`src/rtl/mem_access_arbiter_pkg.sv`:
```
// Shared definitions for the RAM-bank arbiter: FSM states, owners, bus geometry.
package mem_access_arbiter_pkg;

    localparam int DATA_W    = 16;
    localparam int WORD_W    = 10;
    localparam int BANK_MSB  = 11;
    localparam int BANK_LSB  = 10;
    localparam int NUM_BANKS = 4;

    typedef enum logic [1:0] {
        ST_IDLE    = 2'd0,
        ST_ACCESS  = 2'd1,
        ST_CAPTURE = 2'd2,
        ST_RESP    = 2'd3
    } arb_state_e;

    typedef enum logic {
        OWNER_CPU = 1'b0,
        OWNER_WB  = 1'b1
    } owner_e;

    // One-hot-low chip select for the addressed bank.
    function automatic logic [NUM_BANKS-1:0] bank_csb(input logic [BANK_MSB-BANK_LSB:0] bank);
        bank_csb = ~(NUM_BANKS'(1) << bank);
    endfunction

endpackage

```
`src/rtl/mem_arb_grant.sv`:
```
// Two-requester grant (CPU vs Wishbone) with a last_grant register for round-robin.
module mem_arb_grant
    import mem_access_arbiter_pkg::*;
#(
    parameter bit RR_ARB = 1'b1
) (
    input  logic   clk,
    input  logic   rst_n,
    input  logic   cpu_req,
    input  logic   wb_req,
    input  logic   take,
    output logic   grant_valid,
    output owner_e grant_owner
);

    owner_e last_grant_q;
    owner_e last_grant_d;

    // Pick the winner: a lone requester wins; a tie goes to the CPU unless round-robin says otherwise.
    always_comb begin
        grant_valid = cpu_req | wb_req;
        grant_owner = OWNER_CPU;
        if (cpu_req && wb_req) begin
            if (RR_ARB && (last_grant_q == OWNER_CPU)) begin
                grant_owner = OWNER_WB;
            end
        end else if (wb_req) begin
            grant_owner = OWNER_WB;
        end
        last_grant_d = (take && grant_valid) ? grant_owner : last_grant_q;
    end

    // Remember who was served last; reset favours the CPU on the first tie.
    always_ff @(posedge clk) begin
        if (!rst_n) begin
            last_grant_q <= OWNER_WB;
        end else begin
            last_grant_q <= last_grant_d;
        end
    end

endmodule

```
`src/rtl/mem_access_arbiter.sv`:
```
// Shares four 1K x 16 RAM banks between the CPU port and a Wishbone slave window.
module mem_access_arbiter
    import mem_access_arbiter_pkg::*;
#(
    parameter logic [31:0] WB_BASE = 32'h3000_0000,
    parameter bit          RR_ARB  = 1'b1
) (
    input  logic                 wb_clk_i,
    input  logic                 wb_rst_n,
    input  logic                 cpu_en,
    input  logic                 cpu_rw,
    input  logic [BANK_MSB:0]    cpu_addr,
    input  logic [DATA_W-1:0]    cpu_wdata,
    output logic [DATA_W-1:0]    cpu_rdata,
    output logic                 cpu_ready,
    input  logic                 wbs_cyc_i,
    input  logic                 wbs_stb_i,
    input  logic                 wbs_we_i,
    input  logic [3:0]           wbs_sel_i,
    input  logic [31:0]          wbs_adr_i,
    input  logic [31:0]          wbs_dat_i,
    output logic                 wbs_ack_o,
    output logic [31:0]          wbs_dat_o,
    output logic [WORD_W-1:0]    mem_addr,
    output logic [DATA_W-1:0]    mem_din,
    input  logic [DATA_W-1:0]    mem_dout,
    output logic [NUM_BANKS-1:0] mem_csb,
    output logic                 mem_web,
    output logic                 busy
);

    arb_state_e            state_q, state_d;
    owner_e                owner_q, owner_d;
    logic                  write_q, write_d;
    logic [WORD_W-1:0]     addr_q, addr_d;
    logic [DATA_W-1:0]     din_q, din_d;
    logic [NUM_BANKS-1:0]  csb_q, csb_d;
    logic                  web_q, web_d;
    logic [DATA_W-1:0]     cpu_rdata_q, cpu_rdata_d;
    logic [DATA_W-1:0]     wb_rdata_q, wb_rdata_d;
    logic                  cpu_ready_q, cpu_ready_d;
    logic                  wbs_ack_q, wbs_ack_d;

    logic   wb_hit;
    logic   wb_req;
    logic   wb_lanes_ok;
    logic   wb_aborted;
    logic   grant_take;
    logic   grant_valid;
    owner_e grant_owner;
    logic   unused_bits;

    assign wb_hit      = (wbs_adr_i[31:14] == WB_BASE[31:14]);
    assign wb_req      = wbs_cyc_i & wbs_stb_i & wb_hit;
    assign wb_lanes_ok = (wbs_sel_i[1:0] == 2'b11);
    assign wb_aborted  = (owner_q == OWNER_WB) && !(wbs_cyc_i && wbs_stb_i);
    assign unused_bits = ^{wbs_adr_i[1:0], wbs_dat_i[31:DATA_W], wbs_sel_i[3:2]};

    mem_arb_grant #(
        .RR_ARB (RR_ARB)
    ) u_grant (
        .clk         (wb_clk_i),
        .rst_n       (wb_rst_n),
        .cpu_req     (cpu_en),
        .wb_req      (wb_req),
        .take        (grant_take),
        .grant_valid (grant_valid),
        .grant_owner (grant_owner)
    );

    // Next-state and datapath: latch the winner in IDLE, strobe the RAM for one cycle, then hand back.
    always_comb begin
        state_d     = state_q;
        owner_d     = owner_q;
        write_d     = write_q;
        addr_d      = addr_q;
        din_d       = din_q;
        csb_d       = '1;
        web_d       = 1'b1;
        cpu_rdata_d = cpu_rdata_q;
        wb_rdata_d  = wb_rdata_q;
        cpu_ready_d = 1'b0;
        wbs_ack_d   = 1'b0;
        grant_take  = 1'b0;
        case (state_q)
            ST_IDLE: begin
                if (grant_valid) begin
                    grant_take = 1'b1;
                    owner_d    = grant_owner;
                    state_d    = ST_ACCESS;
                    if (grant_owner == OWNER_CPU) begin
                        write_d = cpu_rw;
                        addr_d  = cpu_addr[WORD_W-1:0];
                        din_d   = cpu_wdata;
                        csb_d   = bank_csb(cpu_addr[BANK_MSB:BANK_LSB]);
                        web_d   = ~cpu_rw;
                    end else begin
                        write_d = wbs_we_i;
                        addr_d  = wbs_adr_i[WORD_W+1:2];
                        din_d   = wbs_dat_i[DATA_W-1:0];
                        if (wb_lanes_ok || !wbs_we_i) begin
                            csb_d = bank_csb(wbs_adr_i[BANK_MSB+2:BANK_LSB+2]);
                            web_d = ~wbs_we_i;
                        end
                    end
                end
            end
            ST_ACCESS: begin
                if (wb_aborted) begin
                    state_d = ST_IDLE;
                end else if (write_q) begin
                    state_d     = ST_RESP;
                    cpu_ready_d = (owner_q == OWNER_CPU);
                    wbs_ack_d   = (owner_q == OWNER_WB);
                end else begin
                    state_d = ST_CAPTURE;
                end
            end
            ST_CAPTURE: begin
                if (wb_aborted) begin
                    state_d = ST_IDLE;
                end else begin
                    state_d = ST_RESP;
                    if (owner_q == OWNER_CPU) begin
                        cpu_rdata_d = mem_dout;
                        cpu_ready_d = 1'b1;
                    end else begin
                        wb_rdata_d = mem_dout;
                        wbs_ack_d  = 1'b1;
                    end
                end
            end
            ST_RESP: begin
                state_d = ST_IDLE;
            end
            default: begin
                state_d = ST_IDLE;
            end
        endcase
    end

    // All FSM and output registers; reset drops any in-flight access without a handshake.
    always_ff @(posedge wb_clk_i) begin
        if (!wb_rst_n) begin
            state_q     <= ST_IDLE;
            owner_q     <= OWNER_CPU;
            write_q     <= 1'b0;
            addr_q      <= '0;
            din_q       <= '0;
            csb_q       <= '1;
            web_q       <= 1'b1;
            cpu_rdata_q <= '0;
            wb_rdata_q  <= '0;
            cpu_ready_q <= 1'b0;
            wbs_ack_q   <= 1'b0;
        end else begin
            state_q     <= state_d;
            owner_q     <= owner_d;
            write_q     <= write_d;
            addr_q      <= addr_d;
            din_q       <= din_d;
            csb_q       <= csb_d;
            web_q       <= web_d;
            cpu_rdata_q <= cpu_rdata_d;
            wb_rdata_q  <= wb_rdata_d;
            cpu_ready_q <= cpu_ready_d;
            wbs_ack_q   <= wbs_ack_d;
        end
    end

    assign mem_addr  = addr_q;
    assign mem_din   = din_q;
    assign mem_csb   = csb_q;
    assign mem_web   = web_q;
    assign cpu_rdata = cpu_rdata_q;
    assign cpu_ready = cpu_ready_q;
    assign wbs_ack_o = wbs_ack_q;
    assign wbs_dat_o = {{(32-DATA_W){1'b0}}, wb_rdata_q};
    assign busy      = (state_q != ST_IDLE);

endmodule

```
`config.mk`:
```
export PLATFORM = sky130hd
export DESIGN_NAME = mem_access_arbiter
export DESIGN_NICKNAME = d
export VERILOG_FILES = /design/src/rtl/mem_access_arbiter_pkg.sv /design/src/rtl/mem_arb_grant.sv /design/src/rtl/mem_access_arbiter.sv
export SDC_FILE = /design/constraint.sdc
export NUM_CORES = 1
export LEC_CHECK = 0
export CAP_MARGIN = 10
export CORE_MARGIN = 10
export CORE_UTILIZATION = 39
export DETAILED_ROUTE_END_ITERATION = 10
export DONT_BUFFER_PORTS = 1
export GPL_TIMING_DRIVEN = 0
export PLACE_DENSITY = 0.56
export SETUP_SLACK_MARGIN = 0.5
export SLEW_MARGIN = 20
export SYNTH_ARGS = -nofsm -noshare
export SYNTH_HDL_FRONTEND = slang
export SYNTH_SLANG_ARGS = --single-unit
export TNS_END_PERCENT = 20
```
`constraint.sdc`:
```
create_clock -name wb_clk_i -period 4.5 [get_ports wb_clk_i]
set_input_delay 0.675 -clock wb_clk_i [delete_from_list [all_inputs] [get_ports wb_clk_i]]
set_output_delay 0.675 -clock wb_clk_i [all_outputs]
set_load 0.02 [all_outputs]
```
==> flow_metrics.py, run 1 <==
metrics = {
    "die": {
        "core_um2": 7690,
        "die_width_um": 109,
        "die_y_um": 109,
        "rows": 32,
        "die_area_um2": 11800,
        "ioPinCount": 201,
        "start_util": 0.398,
    },
    "grt": {
        "grt_use_total": 0.160,
        "antenna_found_initial": 0,
        "grt_pass1_vias": 2806,
        "grt-ovfl-total": 0,
        "grt_pass1_wl_um": 14800,
        "grt_max_degree": 13,
    },
    "critical_path": {
        "cp_max_fo": 9,
        "crit_chain": "inv_1 -> ha_1 -> clkbuf_1 -> inv_1",
        "rr_worst_depth": 8,
        "required_ns": 3.83,
        "crit_path_end_kind": "output pin",
        "r2r_slack_ns": 2.56,
        "cp.arrival_ns": 1.42,
        "crit_type": "reg2out",
        "reg2reg_from": "state_q[0]$_SDFFE_PN0P_",
        "cpLargestDelayFamily": "buffers and inverters",
        "cp_slowest_cell": "dfxtp_1",
        "cpPeakStageDelay_ns": 0.31,
        "start_kind": "flip-flop",
        "cp_num_buf_inv": 3,
        "r2r-end": "mem_csb[3]$_SDFF_PN1_",
        "crit_top_cell": "inv_1",
    },
    "synth": {
        "synth-adder-area-share": 0.0123,
        "synth-async-reset-ratio": 0,
        "synth_simple_gate_area_frac": 0.234,
        "synth_mux_area_frac": 0,
        "synth_cell_types": 31,
        "synth_top_family_by_area": "simple AND/OR/NAND/NOR gates",
        "synth_seq_area_share": 0.458,
        "synth-main-ff-cell": "dfxtp_1",
        "syn_area_per_cell_um2": 8.01,
        "synth_top_area_frac": 0.458,
        "synthXorXnorAreaFrac": 0,
        "synth-seq-cells": 70,
        "synth_edf_count": 0,
        "synth_compound_area_frac": 0.210,
        "yosys.area.top_type": "dfxtp_1",
        "synthTopCellsByArea": "dfxtp_1 (46%), nand2_1 (16%), a21boi_0 (7.6%)",
        "syn-instance-count": 382,
        "syn_area_um2": 3060,
        "ys_warn_count": 0,
    },
    "clock_network": {
        "cts_sinks": 70,
        "htreeDepth": 3,
        "clk_path_buf_depth": 2,
        "cts_tree": "yes",
        "numCtsBuffers": 9,
        "cts.clk_slew.worst_paths_ns": 0.08,
        "post_cts_buffers": 0,
        "cts_root_buffer": "clkbuf_8",
        "postCtsResizedCells": 0,
        "clk_latency_ns": 0.34,
        "hold_buffers": 0,
    },
    "route": {
        "wl_per_cell_um": 18.5,
        "via_per_inst": 5.13,
        "first_pass_iters": 4,
        "route.detailed.drc": 0,
        "vias": 2644,
        "met2_length_um": 4470,
        "top_layer_used": "met4",
        "wl_met3_um": 1470,
        "drt_iter0_drc": 45,
        "final_antenna_net_count": 0,
        "wl_met1_um": 3490,
        "drt_wl_total_um": 9550,
    },
    "power": {
        "ir_drop_v": 0.000196,
        "power.density_nw_per_um2": 411,
        "leakage_nw": 1.30,
    },
    "sta": {
        "layout_min_cycle_time_ns": 2.10,
        "setup_tns_ns": 0,
        "rsz0062_at_grt": "false",
        "final.setup_skew_ns": 0.00731,
        "max_slew_margin": 0.650,
        "drv_slew": 0,
        "tightestPinTransition_ns": 0.525,
        "hold_viol": 0,
        "setup_violations": 0,
        "fmax_ghz": 0.476,
        "period_share": 0.467,
    },
    "outcome": {
        "status": "completed",
    },
    "min_path": {
        "hold_path.class": "in2reg",
        "hold_path.startpoint": "mem_dout[9]",
        "holdPathEnd": "cpu_rdata[9]$_SDFFE_PN0P_",
        "hold_depth": 2,
    },
    "finish": {
        "final_cell_mix": "nand2_1 (129), dfxtp_1 (70), a21boi_0 (31)",
        "final_common_cell": "nand2_1",
        "nFillCells": 831,
        "nets": 530,
        "finalInstanceArea_um2": 3470,
        "syn_to_final_growth_pct": 13.3,
        "post-route-util": 0.451,
        "fin_cells": 515,
        "final-seq-area_um2": 1400,
        "drive_gt1_frac": 0.119,
        "diodes": 0,
        "multi_input_area_um2": 1460,
    },
    "run": {
        "drv_cap": 0,
    },
    "placed_design": {
        "dpl_cell_area_um2": 3240,
        "numPlacedInstances": 499,
        "port_buffers": 0,
        "dpl.hpwl_um": 7580,
        "globalplace.congestion": 0.735,
    },
}
sequential cells by signal (all words and copies together), names as in the netlist:
register / flops
mem_din: 16
mem_web: 1
cpu_rdata: 16
mem_csb: 4
cpu_ready: 1
write_q: 1
wbs_ack_o: 1
state_q: 2
owner_q: 1
wb_rdata_q: 16
mem_addr: 10
u_grant.last_grant_q: 1
Yosys cell counts (4+ instances only):
master	instances
a21boi_0	31
a31oi_1	28
buf_2	6
buf_4	17
clkbuf_1	14
dfxtp_1	70
inv_1	4
nand2_1	129
nand3_1	9
nor2_1	5
o21ai_0	11
o21ai_1	23
logic make-up (layout without fill, tap and decap cells):
kind of cell / Yosys count / in the layout
other: 1 / 16
AOI/OAI and AO/OA: 101 / 101
buffers and inverters: 44 / 60
adders and majority gates: 3 / 3
and+or+nand+nor: 163 / 163
DFF: 70 / 70
stage by stage:
| stage | hold slack [ns] | power [mW] | setup WS [ns] |
|---|---|---|---|
| global route | 0.443 | 1.50 | 2.24 |
| detailed placement | 0.486 | 0.872 | 2.31 |
| CTS | 0.444 | 1.44 | 2.36 |
| finish | 0.458 | 1.43 | 2.40 |
| global placement | 0.487 | 0.870 | 2.32 |
| floorplan | 0.453 | 0.836 | 2.61 |
report_power, final:
group          internal [mW]  switching (mW)
combinational         0.0547          0.0826
sequential             0.654          0.0635
clock                  0.325           0.245
worst max-delay path by stage:
stage	start	endpoint	slack [ns]	depth (start not counted)
floorplan	wbs_adr_i[18]	mem_web$_SDFF_PN1_	2.61	6
global placement	wbs_adr_i[14]	mem_csb[3]$_SDFF_PN1_	2.32	6
detailed placement	wbs_adr_i[14]	mem_csb[3]$_SDFF_PN1_	2.31	6
CTS	state_q[0]$_SDFFE_PN0P_	busy	2.36	4
global route	state_q[0]$_SDFFE_PN0P_	busy	2.24	4
finish	state_q[0]$_SDFFE_PN0P_	busy	2.40	4
routing by layer:
layer | global-route usage | up-vias
li1 | - | 1313
met1 | 0.168 | 1199
met2 | 0.261 | 121
met3 | 0.0982 | 11
met4 | 0.0537 | 0
met5 | 0 | -
final cells by class:
class / count / area share
Multi-Input combinational cell: 283 / 0.420
Sequential cell: 70 / 0.404
Buffer: 40 / 0.0704
Clock buffer: 10 / 0.0397
Tap cell: 102 / 0.0368
Clock inverter: 6 / 0.0245
Inverter: 4 / 0.00433
No activity file was read; power rests on OpenSTA's default activity.
==> run 2: changes to the inputs <==
==> constraint.sdc (replaced) <==
create_clock -name wb_clk_i -period 2 [get_ports wb_clk_i]
set_input_delay 0.3 -clock wb_clk_i [delete_from_list [all_inputs] [get_ports wb_clk_i]]
set_output_delay 0.3 -clock wb_clk_i [all_outputs]
set_load 0.02 [all_outputs]
==> flow_metrics.py, run 2 (synthesized netlist as in run 1, its figures left out) <==
metrics = {
    "outcome": {
        "status": "completed",
    },
    "finish": {
        "syn_to_final_growth_pct": 21.5,
        "drive_gt1_frac": 0.197,
        "fin_cells": 528,
        "nFillCells": 777,
        "final_common_cell": "nand2_1",
        "nets": 543,
        "final_cell_mix": "nand2_1 (128), dfxtp_1 (68), a21boi_0 (31)",
        "diodes": 0,
    },
    "route": {
        "vias": 2654,
        "first_pass_iters": 4,
        "final_antenna_net_count": 0,
        "drt_iter0_drc": 88,
        "via_per_inst": 5.03,
        "drt_wl_total_um": 9680,
        "route.detailed.drc": 0,
        "wl_per_cell_um": 18.3,
    },
    "critical_path": {
        "crit_type": "reg2out",
        "cp_max_fo": 5,
        "start_kind": "flip-flop",
        "r2r_slack_ns": 0.44,
        "cp.arrival_ns": 1.28,
        "required_ns": 1.70,
        "crit_path_end_kind": "output pin",
    },
    "grt": {
        "grt_pass1_wl_um": 14500,
        "grt_pass1_vias": 2704,
        "grtUsageMet2": 0.259,
        "grtUsageMet3": 0.0999,
        "grt.met1_usage": 0.163,
        "grt_use_total": 0.158,
        "grt_max_degree": 16,
        "grt.busiest_layer": "met2",
        "antenna_found_initial": 0,
        "grt-ovfl-total": 0,
    },
    "sta": {
        "hold_viol": 0,
        "layout_min_cycle_time_ns": 1.58,
        "max_slew_margin": 0.665,
        "setup_tns_ns": 0,
        "final.setup_skew_ns": 0.0190,
        "fmax_ghz": 0.632,
        "setup_violations": 0,
        "drv_slew": 0,
        "period_share": 0.791,
        "layout_setup_ws_ns": 0.417,
        "rsz0062_at_grt": "true",
        "fin_hold_ws_ns": 0.0669,
        "tightestPinTransition_ns": 0.502,
    },
    "placed_design": {
        "port_buffers": 0,
        "pre_cts_ws_ns": 0.142,
        "dpl.hpwl_um": 7520,
        "globalplace.congestion": 0.795,
        "numPlacedInstances": 499,
    },
    "die": {
        "rows": 32,
        "start_util": 0.398,
        "core_um2": 7690,
        "die_area_um2": 11800,
        "ioPinCount": 201,
        "die_y_um": 109,
        "die_width_um": 109,
    },
    "clock_network": {
        "cts.clk_slew.worst_paths_ns": 0.10,
        "numCtsBuffers": 9,
        "clk_path_buf_depth": 2,
        "cts_sinks": 70,
        "clk_latency_ns": 0.35,
        "hold_buffers": 0,
        "cts_root_buffer": "clkbuf_8",
        "cts_tree": "yes",
        "htreeDepth": 3,
    },
    "power": {
        "leakage_nw": 1.39,
        "ir_drop_v": 0.000406,
        "power.density_nw_per_um2": 842,
    },
    "min_path": {
        "hold_path.class": "in2reg",
    },
    "run": {
        "drv_cap": 0,
    },
}
[run 2: cell types whose count changed in the layout (fill, tap and decap cells not counted), moves of 3 or more]
| cell | delta |
|---|---|
| inv_6 | +3 |
| clkbuf_4 | +3 |
| inv_1 | -3 |
| buf_2 | -3 |
| buf_4 | +10 |
| o21ai_1 | -5 |
| clkbuf_1 | -5 |
| buf_8 | +4 |
| o21ai_2 | +7 |
[run 2: stage by stage]
step | instance area, µm² | utilization | power, mW
2_1_floorplan | 3130 | - | 1.88
3_3_place_gp | 3260 | 0.424 | 1.96
3_5_place_dp | 3260 | 0.424 | 1.97
4_1_cts | 3610 | 0.469 | 3.12
5_1_grt | 3720 | 0.484 | 3.30
6_report | 3720 | 0.484 | 3.13
[run 2: routing by layer]
metal / part of all wire / routed length [µm] / up-vias
met1: 0.35 / 3430 / 1184
met2: 0.49 / 4740 / 119
met5: 0 / 0 / -
met4: 0.013 / 123 / 0
li1: - / - / 1340
met3: 0.14 / 1390 / 11
[run 2: timing repair]
| item | in CTS | in global routing |
|---|---|---|
| pin swaps | 1 | 4 |
| buffers inserted | 6 | 5 |
| gates cloned | 1 | 1 |
| gates resized for setup | 23 | 17 |
| setup endpoints to repair | 50 | 51 |
[run 2: power by group]
| group | internal (mW) | total (mW) | switching, mW | leakage (nW) |
|---|---|---|---|---|
| combinational | 0.216 | 0.431 | 0.216 | 0.733 |
| sequential | 1.47 | 1.62 | 0.150 | 0.572 |
| clock | 0.474 | 1.08 | 0.604 | 0.0888 |
| total | 2.16 | 3.13 | 0.970 | 1.39 |
[run 2: final timing paths]
kind	from	to	cells after the start
max	state_q[1]$_SDFFE_PN0P_	busy	5
min reg2reg	state_q[1]$_SDFFE_PN0P_	state_q[1]$_SDFFE_PN0P_	2
min	mem_dout[9]	cpu_rdata[9]$_SDFFE_PN0P_	2
max reg2reg	state_q[1]$_SDFFE_PN0P_	mem_csb[3]$_SDFF_PN1_	9
[run 2: critical path, cell delays in order (launching register included)]
cell        delay (ns)
dfxtp_2           0.35
inv_2             0.05
ha_4              0.16
buf_8             0.12
buf_4             0.13
clkinvlp_4        0.12
[run 2: final cells by class]
type | instances | area [µm²] | area share
repair buffers | 13 | 164 | 0.0441
plain buffers | 40 | 284 | 0.0764
clock buffers | 9 | 124 | 0.0333
well taps | 102 | 128 | 0.0343
flip-flops and latches | 70 | 1400 | 0.377
multi-input cells | 283 | 1530 | 0.412
inverters | 4 | 21.3 | 0.00572
clock inverters | 7 | 61.3 | 0.0165
==> run 3: changes to the inputs <==
==> constraint.sdc (replaced) <==
create_clock -name wb_clk_i -period 1.6 [get_ports wb_clk_i]
set_input_delay 0.24 -clock wb_clk_i [delete_from_list [all_inputs] [get_ports wb_clk_i]]
set_output_delay 0.24 -clock wb_clk_i [all_outputs]
set_load 0.02 [all_outputs]
==> flow_metrics.py, run 3 (synthesized netlist as in run 1, its figures left out) <==
metrics = {
    "finish": {
        "final_common_cell": "nand2_1",
        "drive_gt1_frac": 0.264,
        "syn_to_final_growth_pct": 28.1,
        "final_cell_mix": "nand2_1 (126), dfxtp_1 (56), buf_4 (28)",
        "diodes": 0,
        "nets": 549,
    },
    "sta": {
        "layout_min_cycle_time_ns": 1.52,
        "setup_violations": 0,
        "period_share": 0.953,
        "rsz0062_at_grt": "true",
        "hold_viol": 0,
        "setup_tns_ns": 0,
        "drv_slew": 0,
        "fmax_ghz": 0.656,
        "max_slew_margin": 0.607,
        "final.setup_skew_ns": 0.0117,
        "tightestPinTransition_ns": 0.590,
    },
    "clock_network": {
        "clk_path_buf_depth": 2,
        "hold_buffers": 0,
        "cts_tree": "yes",
        "cts_root_buffer": "clkbuf_8",
        "numCtsBuffers": 9,
        "cts.clk_slew.worst_paths_ns": 0.09,
        "cts_sinks": 70,
        "clk_latency_ns": 0.35,
        "htreeDepth": 3,
    },
    "route": {
        "drt_iter0_drc": 96,
        "final_antenna_net_count": 0,
        "wl_per_cell_um": 19.2,
        "drt_wl_total_um": 10300,
        "vias": 2751,
        "via_per_inst": 5.15,
        "route.detailed.drc": 0,
        "first_pass_iters": 4,
    },
    "critical_path": {
        "required_ns": 1.85,
        "cpLargestDelayFamily": "compound AO/OA/AOI/OAI gates",
        "cp_num_buf_inv": 3,
        "crit_type": "reg2reg",
        "crit_chain": "inv_2 -> ha_4 -> buf_8 -> nand3_4 -> o21ai_4 -> buf_6 -> nand2_4 -> a21o_1",
        "start_kind": "flip-flop",
        "crit_path_end_kind": "flip-flop",
        "cp_slowest_cell": "dfxtp_2",
        "r2r_slack_ns": 0.08,
        "cp.arrival_ns": 1.77,
        "cp_max_fo": 7,
        "cpPeakStageDelay_ns": 0.33,
    },
    "placed_design": {
        "dpl.hpwl_um": 7690,
        "port_buffers": 0,
        "globalplace.congestion": 0.797,
    },
    "outcome": {
        "status": "completed",
    },
    "die": {
        "start_util": 0.398,
        "core_um2": 7690,
        "ioPinCount": 201,
        "die_y_um": 109,
        "rows": 32,
        "die_width_um": 109,
        "die_area_um2": 11800,
    },
    "grt": {
        "grt_max_degree": 14,
        "grt_use_total": 0.167,
        "grt-ovfl-total": 0,
        "antenna_found_initial": 0,
        "grt_pass1_wl_um": 15300,
        "grt_pass1_vias": 2779,
    },
    "power": {
        "ir_drop_v": 0.000677,
        "p_total_mw": 4.20,
        "leakage_nw": 1.47,
        "power.density_nw_per_um2": 1070,
    },
    "run": {
        "drv_cap": 0,
    },
    "min_path": {
        "hold_path.class": "in2reg",
    },
}
[run 3: cell count changes in the layout (fill, tap and decap cells not counted), sizes merged]
cell	previous run	this run
inv	7	5
bufinv	0	2
clkinvlp	3	1
o21ai	35	36
buf	38	44
clkinv	1	2
[run 3: area by class of cell]
cell class | instances | area [µm²]
Fill cell | 774 | 3770
Multi-Input combinational cell | 284 | 1660
Sequential cell | 70 | 1420
Buffer | 40 | 310
Timing Repair Buffer | 18 | 164
Clock buffer | 10 | 128
Tap cell | 102 | 128
Clock inverter | 6 | 93.8
Inverter | 4 | 15.0
[run 3: repair_timing]
item,CTS,global route
endpoints found under the setup margin,71,81
resized for setup,23,71
buffers inserted,10,5
cloned,3,1
pin swaps,5,10
[run 3: final timing paths]
| kind | start | end | cells past startpoint |
|---|---|---|---|
| worst max-delay path | state_q[0]$_SDFFE_PN0P_ | mem_web$_SDFF_PN1_ | 8 |
| worst max register to register | state_q[0]$_SDFFE_PN0P_ | mem_web$_SDFF_PN1_ | 8 |
| worst min register to register | state_q[1]$_SDFFE_PN0P_ | state_q[1]$_SDFFE_PN0P_ | 2 |
| worst min-delay path | mem_dout[13] | cpu_rdata[13]$_SDFFE_PN0P_ | 2 |
[run 3: metrics by stage]
| step | setup slack [ns] | cells | hold WS, ns | utilization | instance area [µm²] |
|---|---|---|---|---|---|
| after floorplan | 0.147 | 397 | 0.375 | - | 3160 |
| after CTS | 0.0707 | 528 | 0.00273 | 0.478 | 3680 |
| after global placement | -0.218 | 499 | 0.379 | 0.427 | 3280 |
| after detailed placement | -0.241 | 499 | 0.383 | 0.427 | 3280 |
| final | 0.0753 | 534 | 0.00785 | 0.510 | 3920 |
| after global routing | -0.0170 | 534 | 0.00722 | 0.510 | 3920 |
[run 3: report_power, final]
part	total (mW)	leakage [nW]	internal, mW	switching (mW)
combinational	0.544	0.787	0.254	0.290
clock	1.61	0.107	0.890	0.725
sequential	2.04	0.577	1.85	0.191
total	4.20	1.47	2.99	1.21
[run 3: routing by layer]
metal	global-route usage	wire, µm	vias to the layer above
met5	0	0	-
met4	0.0593	133	0
met3	0.0999	1500	13
met2	0.271	4890	124
met1	0.175	3760	1256
li1	-	-	1358
